==> src/rtl/sterownik_licznika.sv <==
// Sweep controller for a loadable up/down counter: preloads lo, sweeps lo->hi->lo for N round trips, parks it when idle.
// Latency: Moore outputs, one edge from accepted start to PRELOAD; no backpressure, i_Start is simply ignored while busy.
module sterownik_licznika #(
    parameter int LENGTH = 4,
    parameter int REP_W  = 8
) (
    input  logic              i_Clk,
    input  logic              i_Reset,
    input  logic              i_Start,
    input  logic              i_Stop,
    input  logic [LENGTH-1:0] i_Low_Bound,
    input  logic [LENGTH-1:0] i_High_Bound,
    input  logic [REP_W-1:0]  i_Repeats,
    input  logic [LENGTH-1:0] i_Counter,
    output logic              o_Load_Signal,
    output logic [LENGTH-1:0] o_Load_Data,
    output logic              o_Direction,
    output logic              o_Busy,
    output logic              o_Done,
    output logic              o_Error,
    output logic [REP_W-1:0]  o_Sweeps
);

    typedef enum logic [2:0] {
        S_IDLE,
        S_PRELOAD,
        S_UP,
        S_DOWN,
        S_DONE
    } state_t;

    localparam logic [LENGTH-1:0] CNT_ONE = {{(LENGTH-1){1'b0}}, 1'b1};
    localparam logic [REP_W-1:0]  REP_ONE = {{(REP_W-1){1'b0}}, 1'b1};

    state_t            state, state_nxt;
    logic [LENGTH-1:0] park, park_nxt;
    logic [LENGTH-1:0] lo, lo_nxt;
    logic [LENGTH-1:0] hi, hi_nxt;
    logic [REP_W-1:0]  reps, reps_nxt;
    logic [REP_W-1:0]  sweeps, sweeps_nxt;
    logic              error, error_nxt;

    always_ff @(posedge i_Clk) begin
        if (i_Reset) begin
            state  <= S_IDLE;
            park   <= '0;
            lo     <= '0;
            hi     <= '0;
            reps   <= '0;
            sweeps <= '0;
            error  <= 1'b0;
        end else begin
            state  <= state_nxt;
            park   <= park_nxt;
            lo     <= lo_nxt;
            hi     <= hi_nxt;
            reps   <= reps_nxt;
            sweeps <= sweeps_nxt;
            error  <= error_nxt;
        end
    end

    // On stop, park is the value the counter takes at this same edge, so it freezes without a glitch.
    always_comb begin
        state_nxt  = state;
        park_nxt   = park;
        lo_nxt     = lo;
        hi_nxt     = hi;
        reps_nxt   = reps;
        sweeps_nxt = sweeps;
        error_nxt  = 1'b0;
        case (state)
            S_IDLE: begin
                if (i_Start && !i_Stop) begin
                    if (i_Low_Bound < i_High_Bound) begin
                        lo_nxt     = i_Low_Bound;
                        hi_nxt     = i_High_Bound;
                        reps_nxt   = i_Repeats;
                        sweeps_nxt = '0;
                        state_nxt  = S_PRELOAD;
                    end else begin
                        error_nxt = 1'b1;
                    end
                end
            end
            S_PRELOAD: begin
                if (i_Stop) begin
                    park_nxt  = lo;
                    state_nxt = S_IDLE;
                end else begin
                    state_nxt = S_UP;
                end
            end
            S_UP: begin
                if (i_Stop) begin
                    park_nxt  = i_Counter + CNT_ONE;
                    state_nxt = S_IDLE;
                end else if (i_Counter == hi - CNT_ONE) begin
                    state_nxt = S_DOWN;
                end
            end
            S_DOWN: begin
                if (i_Stop) begin
                    park_nxt  = i_Counter - CNT_ONE;
                    state_nxt = S_IDLE;
                end else if (i_Counter == lo + CNT_ONE) begin
                    sweeps_nxt = sweeps + REP_ONE;
                    if (reps != '0 && sweeps + REP_ONE == reps) begin
                        park_nxt  = lo;
                        state_nxt = S_DONE;
                    end else begin
                        state_nxt = S_UP;
                    end
                end
            end
            S_DONE:  state_nxt = S_IDLE;
            default: state_nxt = S_IDLE;
        endcase
    end

    assign o_Load_Signal = (state == S_IDLE) || (state == S_PRELOAD) || (state == S_DONE);
    assign o_Load_Data   = (state == S_PRELOAD) ? lo : park;
    assign o_Direction   = (state != S_DOWN);
    assign o_Busy        = (state == S_PRELOAD) || (state == S_UP) || (state == S_DOWN);
    assign o_Done        = (state == S_DONE);
    assign o_Error       = error;
    assign o_Sweeps      = sweeps;

endmodule

==> config.mk <==
export PLATFORM = sky130hd
export DESIGN_NAME = sterownik_licznika
export DESIGN_NICKNAME = d
export VERILOG_FILES = /design/src/rtl/sterownik_licznika.sv
export SDC_FILE = /design/constraint.sdc
export NUM_CORES = 1
export LEC_CHECK = 0
export BUFFER_PORTS_ARGS = -buffer_cell sky130_fd_sc_hd__buf_2
export CAP_MARGIN = 30
export CORE_ASPECT_RATIO = 1.1
export CORE_UTILIZATION = 38
export CTS_CLUSTER_DIAMETER = 30
export DETAILED_ROUTE_END_ITERATION = 8
export SLEW_MARGIN = 0
export SYNTH_ARGS = -nofsm -noshare
export SYNTH_HDL_FRONTEND = slang
export SYNTH_SLANG_ARGS = --single-unit
export TNS_END_PERCENT = 5
==> constraint.sdc <==
create_clock -name i_Clk -period 2.47 [get_ports i_Clk]
set_clock_uncertainty 0.15 [all_clocks]
set_input_delay 0.494 -clock i_Clk [delete_from_list [all_inputs] [get_ports i_Clk]]
set_output_delay 0.494 -clock i_Clk [all_outputs]
set_load 0.01 [all_outputs]
==> out/qor.yml, run 1 <==
status: "finished, final reports clean"
cts_tree: "done"
die_area_sq_um: 5950
async_reset_ff_frac: 0
grt_max_degree: 33
cts_buffers: 5
initial_utilization: 0.397
area_delta_synth_final_pct: 19.7
grt_pass1_vias: 1805
num_rows: 28
fill_cells: 568
vias: 2001
clock.fmax_ghz: 0.436
nNetsFinal: 335
required_ns: 2.51
synth_ff_type: "dfxtp_1"
die_h_um: 80.8
antenna_found_initial: 0
place_inst: 371
synth_common_cells: "dfxtp_1, a21oi_1, nor2_1"
irDropWorstVdd_v: 0.000235
cp.arrival_ns: 2.33
cp_num_buf_inv: 0
syn-mean-instance-area_sq_um: 8.28
maxCapViolCount: 0
ys_types: 53
drtIter0Drc: 102
final_max_slew_viol_count: 0
finalSetupViolations: 0
power.total_w: 0.00129
ys_ff_latch: 32
clk_latency_ns: 0.28
crit_type: "reg2reg"
grt_pass1_wl_mm: 8.85
min_path_type: "in2reg"
leakagePower_nw: 1.09
dp_hpwl_mm: 4.04
synthCells: 259
die_w_um: 73.6
cp_cell_sequence: "ha_1 > and3_2 > nand3_1 > a21o_2 > o31ai_4 > a21oi_1 > a311oi_1"
syn-num-nets: 291
clockRootBuffer: "clkbuf_8"
drive_gt1_frac: 0.253
firstDrtPassIters: 4
clkTransAtPathRegs_ns: 0.07
critPathMaxStageDelay_ns: 0.42
ant_nets: 0
synth_edf_count: 0
cts.sinks: 32
synth_area_leaders: "dfxtp_1, xnor2_1, a21oi_1"
numPortBuffers: 40
hold_viol_final: 0
via_per_inst: 5.28
post-route-min-period_ns: 2.29
ys_warn_count: 0
drc: 0
setup_tns_ns: 0
tightest_slew_ns: 0.605
cp_slowest_cell: "dfxtp_1"
yosys.area.top_type: "dfxtp_1"
fin_hold_ws_ns: 0.292
synthMostInstantiatedCell: "dfxtp_1"
rsz0062_at_grt: "no"
postCtsSetupBuffers: 0
critPathTopFamily: "compound AO/OA/AOI/OAI gates"
cp-end-kind: "register"
synthesis.area_sq_um: 2140
grtUsageTotal: 0.195
p_per_area_nw_per_um2: 504
slew_headroom: 0.597
grt_overflow_total: 0
cts_buffer_depth: 2
final_cells: 379
synth_seq_area_share: 0.299
finalCritPeriodShare: 0.929
critPathLaunchType: "register"
n_antenna_cell: 0
cts_max_level: 2
wl_per_cell_um: 14.2
wl_mm: 5.38
path_max_fanout: 5
ios: 41
yosysTopAreaCellShare: 0.299
gp_congestion: 0.859
coreArea_sq_um: 5400
## metrics by stage
step,util,setup WS [ns],instance area (sq um)
floorplan,-,0.136,2140
global placement,0.450,0.262,2430
detailed placement,0.450,0.192,2430
CTS,0.474,0.0849,2550
global route,0.476,0.0228,2570
finish,0.476,0.176,2570
## routing by layer
layer  vias to the layer above  GRT usage  share of wire
li1                       1019          -              -
met5                         -          0              0
met3                         7     0.0509          0.062
met2                        53      0.300           0.46
met1                       922      0.264           0.47
met4                         0     0.0654          0.013
## final timing paths
check                             startpoint  endpoint  slack, ns  cells past startpoint
worst min-delay path            i_Repeats[1]   reps[1]       0.29                      3
worst min register to register         hi[3]     hi[3]       0.33                      2
worst max register to register   o_Sweeps[1]   park[2]       0.18                      7
worst max-delay path             o_Sweeps[1]   park[2]       0.18                      7
## final cells by class
cell class / instances / area (sq um) / share of cell area
Clock buffer: 7 / 96.3 / 0.0375
Timing Repair Buffer: 53 / 298 / 0.116
Multi-Input combinational cell: 200 / 1360 / 0.531
Clock inverter: 1 / 30.0 / 0.0117
Inverter: 11 / 41.3 / 0.0161
Sequential cell: 32 / 643 / 0.251
Tap cell: 75 / 93.8 / 0.0366
## cell usage in the layout (no fill, tap or decap), drive strengths merged, types with 11 or more instances in the layout
master  Yosys  layout
nand2      12      12
dfxtp      32      32
o21ai      15      15
xnor2      17      17
buf         6      53
a21oi      27      27
mux2i      11      11
nand3      17      17
nor2       25      25
inv        11      11
## what timing repair did
item                                    4_1_cts  5_1_grt
endpoints found under the hold margin         0        0
endpoints found under the setup margin        0        3
hold buffers                                  0        0
resized for setup                             0        4
## logic make-up (layout without fill, tap and decap cells)
kind of cell / Yosys count / in the layout / synth area share
xor gates and xnor gates: 22 / 22 / 0.0963
and+or+nand+nor: 92 / 92 / 0.226
AOI/OAI and AO/OA: 63 / 63 / 0.190
adders and majority gates: 8 / 8 / 0.0467
buffers and inverters: 27 / 72 / 0.0694
DFF: 32 / 32 / 0.299
muxes: 15 / 15 / 0.0723
## worst register-to-register path, delay by kind of cell (launching register included)
| kind | cells | cell delay [ns] |
|---|---|---|
| compound gates | 4 | 0.96 |
| flops | 1 | 0.42 |
| simple gates | 2 | 0.40 |
| fa+ha+maj | 1 | 0.28 |
## flip-flops by register name, indices dropped and copies added, names as in the netlist
register / flops
o_Error: 1
state: 3
hi: 4
lo: 4
o_Sweeps: 8
reps: 8
park: 4
## where the power goes
group	switching (W)	total (W)	internal (W)
logic	0.000102	0.000192	0.0000894
registers	0.0000157	0.000546	0.000530
clock network	0.000200	0.000555	0.000356
total	0.000317	0.00129	0.000976
Note: power is estimated with default switching activity, not from simulation.
==> run 2, diff against run 1 <==
--- a/config.mk
+++ b/config.mk
@@ -5,6 +5,7 @@
 export SDC_FILE = /design/constraint.sdc
 export NUM_CORES = 1
 export LEC_CHECK = 0
+export ABC_AREA = 1
 export BUFFER_PORTS_ARGS = -buffer_cell sky130_fd_sc_hd__buf_2
 export CAP_MARGIN = 30
 export CORE_ASPECT_RATIO = 1.1
==> constraint.sdc (replaced) <==
create_clock -name i_Clk -period 2.47 [get_ports i_Clk]
set_clock_uncertainty 0.15 [all_clocks]
set_input_delay 0.494 -clock i_Clk [delete_from_list [all_inputs] [get_ports i_Clk]]
set_output_delay 0.494 -clock i_Clk [all_outputs]
set_load 0.02 [all_outputs]
==> run 2 against run 1 <==
  * Sequential share of layout area down 0.50 points
  * Core utilization up 0.17 points
  * Critical path depth down 4
  * Via count up 11%
  * Flip-flop and latch count unchanged
  * Critical path type is now reg2out
  * Highest routed layer unchanged
==> out/qor.yml, run 2 <==
cp-end-kind: "primary output"
swShare: 0.287  # +0.0416
fill_cells: 605  # +6.5%
min_path_type: "in2reg"
hold_buffers: 0  # unchanged
irDropWorstVdd_v: 0.000361  # +54%
yosysTopAreaCellShare: 0.292  # -0.00665
numPortBuffers: 40  # unchanged
clk_latency_ns: 0.29  # about the same
grt_use_met1: 0.219  # -0.0446
top_usage_layer: "met2"
p_int_w: 0.00103  # +5.1%
clockRootBuffer: "clkbuf_8"
synth_compound_gate_area_share: 0.160  # -0.0299
cts_max_level: 2  # unchanged
syn-mean-instance-area_sq_um: 6.47  # -22%
area_delta_synth_final_pct: 18.9
n_antenna_cell: 0  # unchanged
maxCapViolCount: 0  # unchanged
path_max_fanout: 9  # +4
grt_pass1_wl_mm: 8.77  # -0.94%
synth-adder-area-share: 0.0456  # -0.00104
dpl_cell_area_sq_um: 2480  # +2.2%
drc: 0  # unchanged
final_area_sq_um: 2610  # +1.7%
rsz0062_at_grt: "no"
ys_ff_latch: 32  # unchanged
ios: 41  # unchanged
num_rows: 28  # unchanged
synth_edf_count: 0  # unchanged
synth_xor_area_frac: 0.0553  # -0.0409
yosys.area.top_type: "dfxtp_1"
p_per_area_nw_per_um2: 551  # +9.4%
cts_buffers: 5  # unchanged
synth_mux_area_frac: 0  # -0.0723
slew_headroom: 0.625  # +0.0286
antenna_found_initial: 0  # unchanged
synth_area_leaders: "dfxtp_1, nand2_1, inv_1"
postCtsSetupBuffers: 0  # unchanged
synth_top_family_by_area: "simple AND/OR/NAND/NOR gates"
pwr-share-comb: 0.218  # +0.070
hold_viol_final: 0  # unchanged
synth_ff_type: "dfxtp_1"
gp_congestion: 0.822  # -4.3%
tightest_slew_ns: 0.561  # -0.0435 ns
finalSetupViolations: 0  # unchanged
firstDrtPassIters: 4  # unchanged
via_per_inst: 4.85  # -8.1%
drtIter0Drc: 74  # -27%
nNetsFinal: 415  # +24%
synthesis.area_sq_um: 2190  # +2.3%
critPathLaunchType: "register"
grt_use_met2: 0.345  # +0.0450
async_reset_ff_frac: 0  # unchanged
p_clk_frac: 0.383  # -0.047
vias: 2228  # +11%
ys_types: 31  # -42%
grt_pass1_vias: 1966  # +8.9%
cp.arrival_ns: 1.51  # -0.82 ns
die_w_um: 74.4  # +1.1%
grtUsageTotal: 0.191  # -0.00402
syn-num-nets: 371  # +27%
dp_hpwl_mm: 4.28  # +5.9%
final_max_slew_viol_count: 0  # unchanged
required_ns: 1.83  # -0.68 ns
die_area_sq_um: 6080  # +2.2%
ant_nets: 0  # unchanged
die_h_um: 81.7  # +1.1%
cts_tree: "done"
met3_usage: 0.0405  # -0.0104
cts.sinks: 32  # unchanged
setup_tns_ns: 0  # unchanged
power.switching_w: 0.000413  # +30%
clkTransAtPathRegs_ns: 0.07  # about the same
synthCells: 339  # +31%
drive_gt1_frac: 0.190  # -0.0632
wl_mm: 5.37  # -0.15%
synthSimpleGateAreaFrac: 0.340  # +0.114
ctsResizeCount: 0  # unchanged
initial_utilization: 0.401  # +0.00383
seqPwrFrac: 0.399  # -0.023
grt_overflow_total: 0  # unchanged
layout_commonest_cell: "nand2_1"
crit_type: "reg2out"
ys_warn_count: 0  # unchanged
status: "finished, final reports clean"
wl_per_cell_um: 11.7  # -18%
clock.fmax_ghz: 0.465  # +6.5%
post-route-min-period_ns: 2.15  # -0.141 ns
leakagePower_nw: 1.19  # +9.3%
finalCritPeriodShare: 0.872  # -0.0570
coreArea_sq_um: 5470  # +1.3%
synth_seq_area_share: 0.292  # -0.00665
grt_max_degree: 19  # -42%
synthMostInstantiatedCell: "nand2_1"
final_cell_mix: "nand2_1, inv_1, nor2_1"
cts_buffer_depth: 2  # unchanged
synth_common_cells: "nand2_1, inv_1, nor2_1"
## run 2: cell count changes after synthesis, sizes merged, moves of 6 or more
cell | previous run | this run
nand3 | 17 | 30
nand2b | 6 | 0
nor4 | 8 | 1
nand4 | 3 | 10
xnor2 | 17 | 8
inv | 11 | 53
mux2i | 11 | 0
a21oi | 27 | 36
o21ai | 15 | 23
nand2 | 12 | 72
clkbuf | 9 | 2
nor2 | 25 | 47
## run 2: cell families (layout without fill, tap and decap cells)
group           count (synthesis)  count (layout)
simple gates                  162             162
compound gates                 64              64
buf+inv                        60             105
flops                          32              32
xor+xnor                       13              13
fa+ha+maj                       8               8
## run 2: cell type report
type	count	area [sq um]	area share
Multi-Input combinational cell	247	1320	0.506
Sequential cell	32	641	0.246
Timing Repair Buffer	44	230	0.0882
Inverter	53	199	0.0763
Clock buffer	7	96.3	0.0369
Tap cell	75	93.8	0.0360
Clock inverter	1	30.0	0.0115
## run 2: metal layers
layer  wire [um]  vias to the layer above  share of wire
li1            -                     1181              -
met1        2360                      992           0.44
met2        2700                       46           0.50
met3         211                        9          0.039
met4         106                        0          0.020
met5           0                        -              0
## run 2: power by group through the flow
stage | clock, W | combinational, W | sequential, W
finish | 0.000551 | 0.000313 | 0.000574
global route | 0.000597 | 0.000358 | 0.000578
CTS | 0.000569 | 0.000317 | 0.000574
detailed placement | 0 | 0.000316 | 0.000586
global placement | 0 | 0.000311 | 0.000585
floorplan | 0 | 0.000230 | 0.000579
## run 2: worst paths after layout
check / startpoint / end / slack [ns] / depth (start not counted)
worst max-delay path: state[0] / o_Load_Data[2] / 0.32 / 3
worst min-delay path: i_Repeats[1] / reps[1] / 0.32 / 3
worst max register to register: o_Sweeps[0] / park[1] / 0.41 / 13
worst min register to register: hi[3] / hi[3] / 0.33 / 2
## run 2: stage by stage
stage	std cells	setup WS [ns]	power [W]	util	hold slack [ns]
after floorplan	339	0.528	0.000809	-	0.297
after global placement	451	0.258	0.000897	0.454	0.320
after detailed placement	451	0.201	0.000902	0.454	0.324
after CTS	459	0.304	0.00146	0.477	0.314
after global routing	459	0.135	0.00153	0.477	0.318
final	459	0.317	0.00144	0.477	0.323
## run 2: worst max-delay path, cell delays in order (launching register included)
cell     delay [ns]
dfxtp_1        0.48
nand3_1        0.31
o21ai_0        0.25
buf_2          0.19
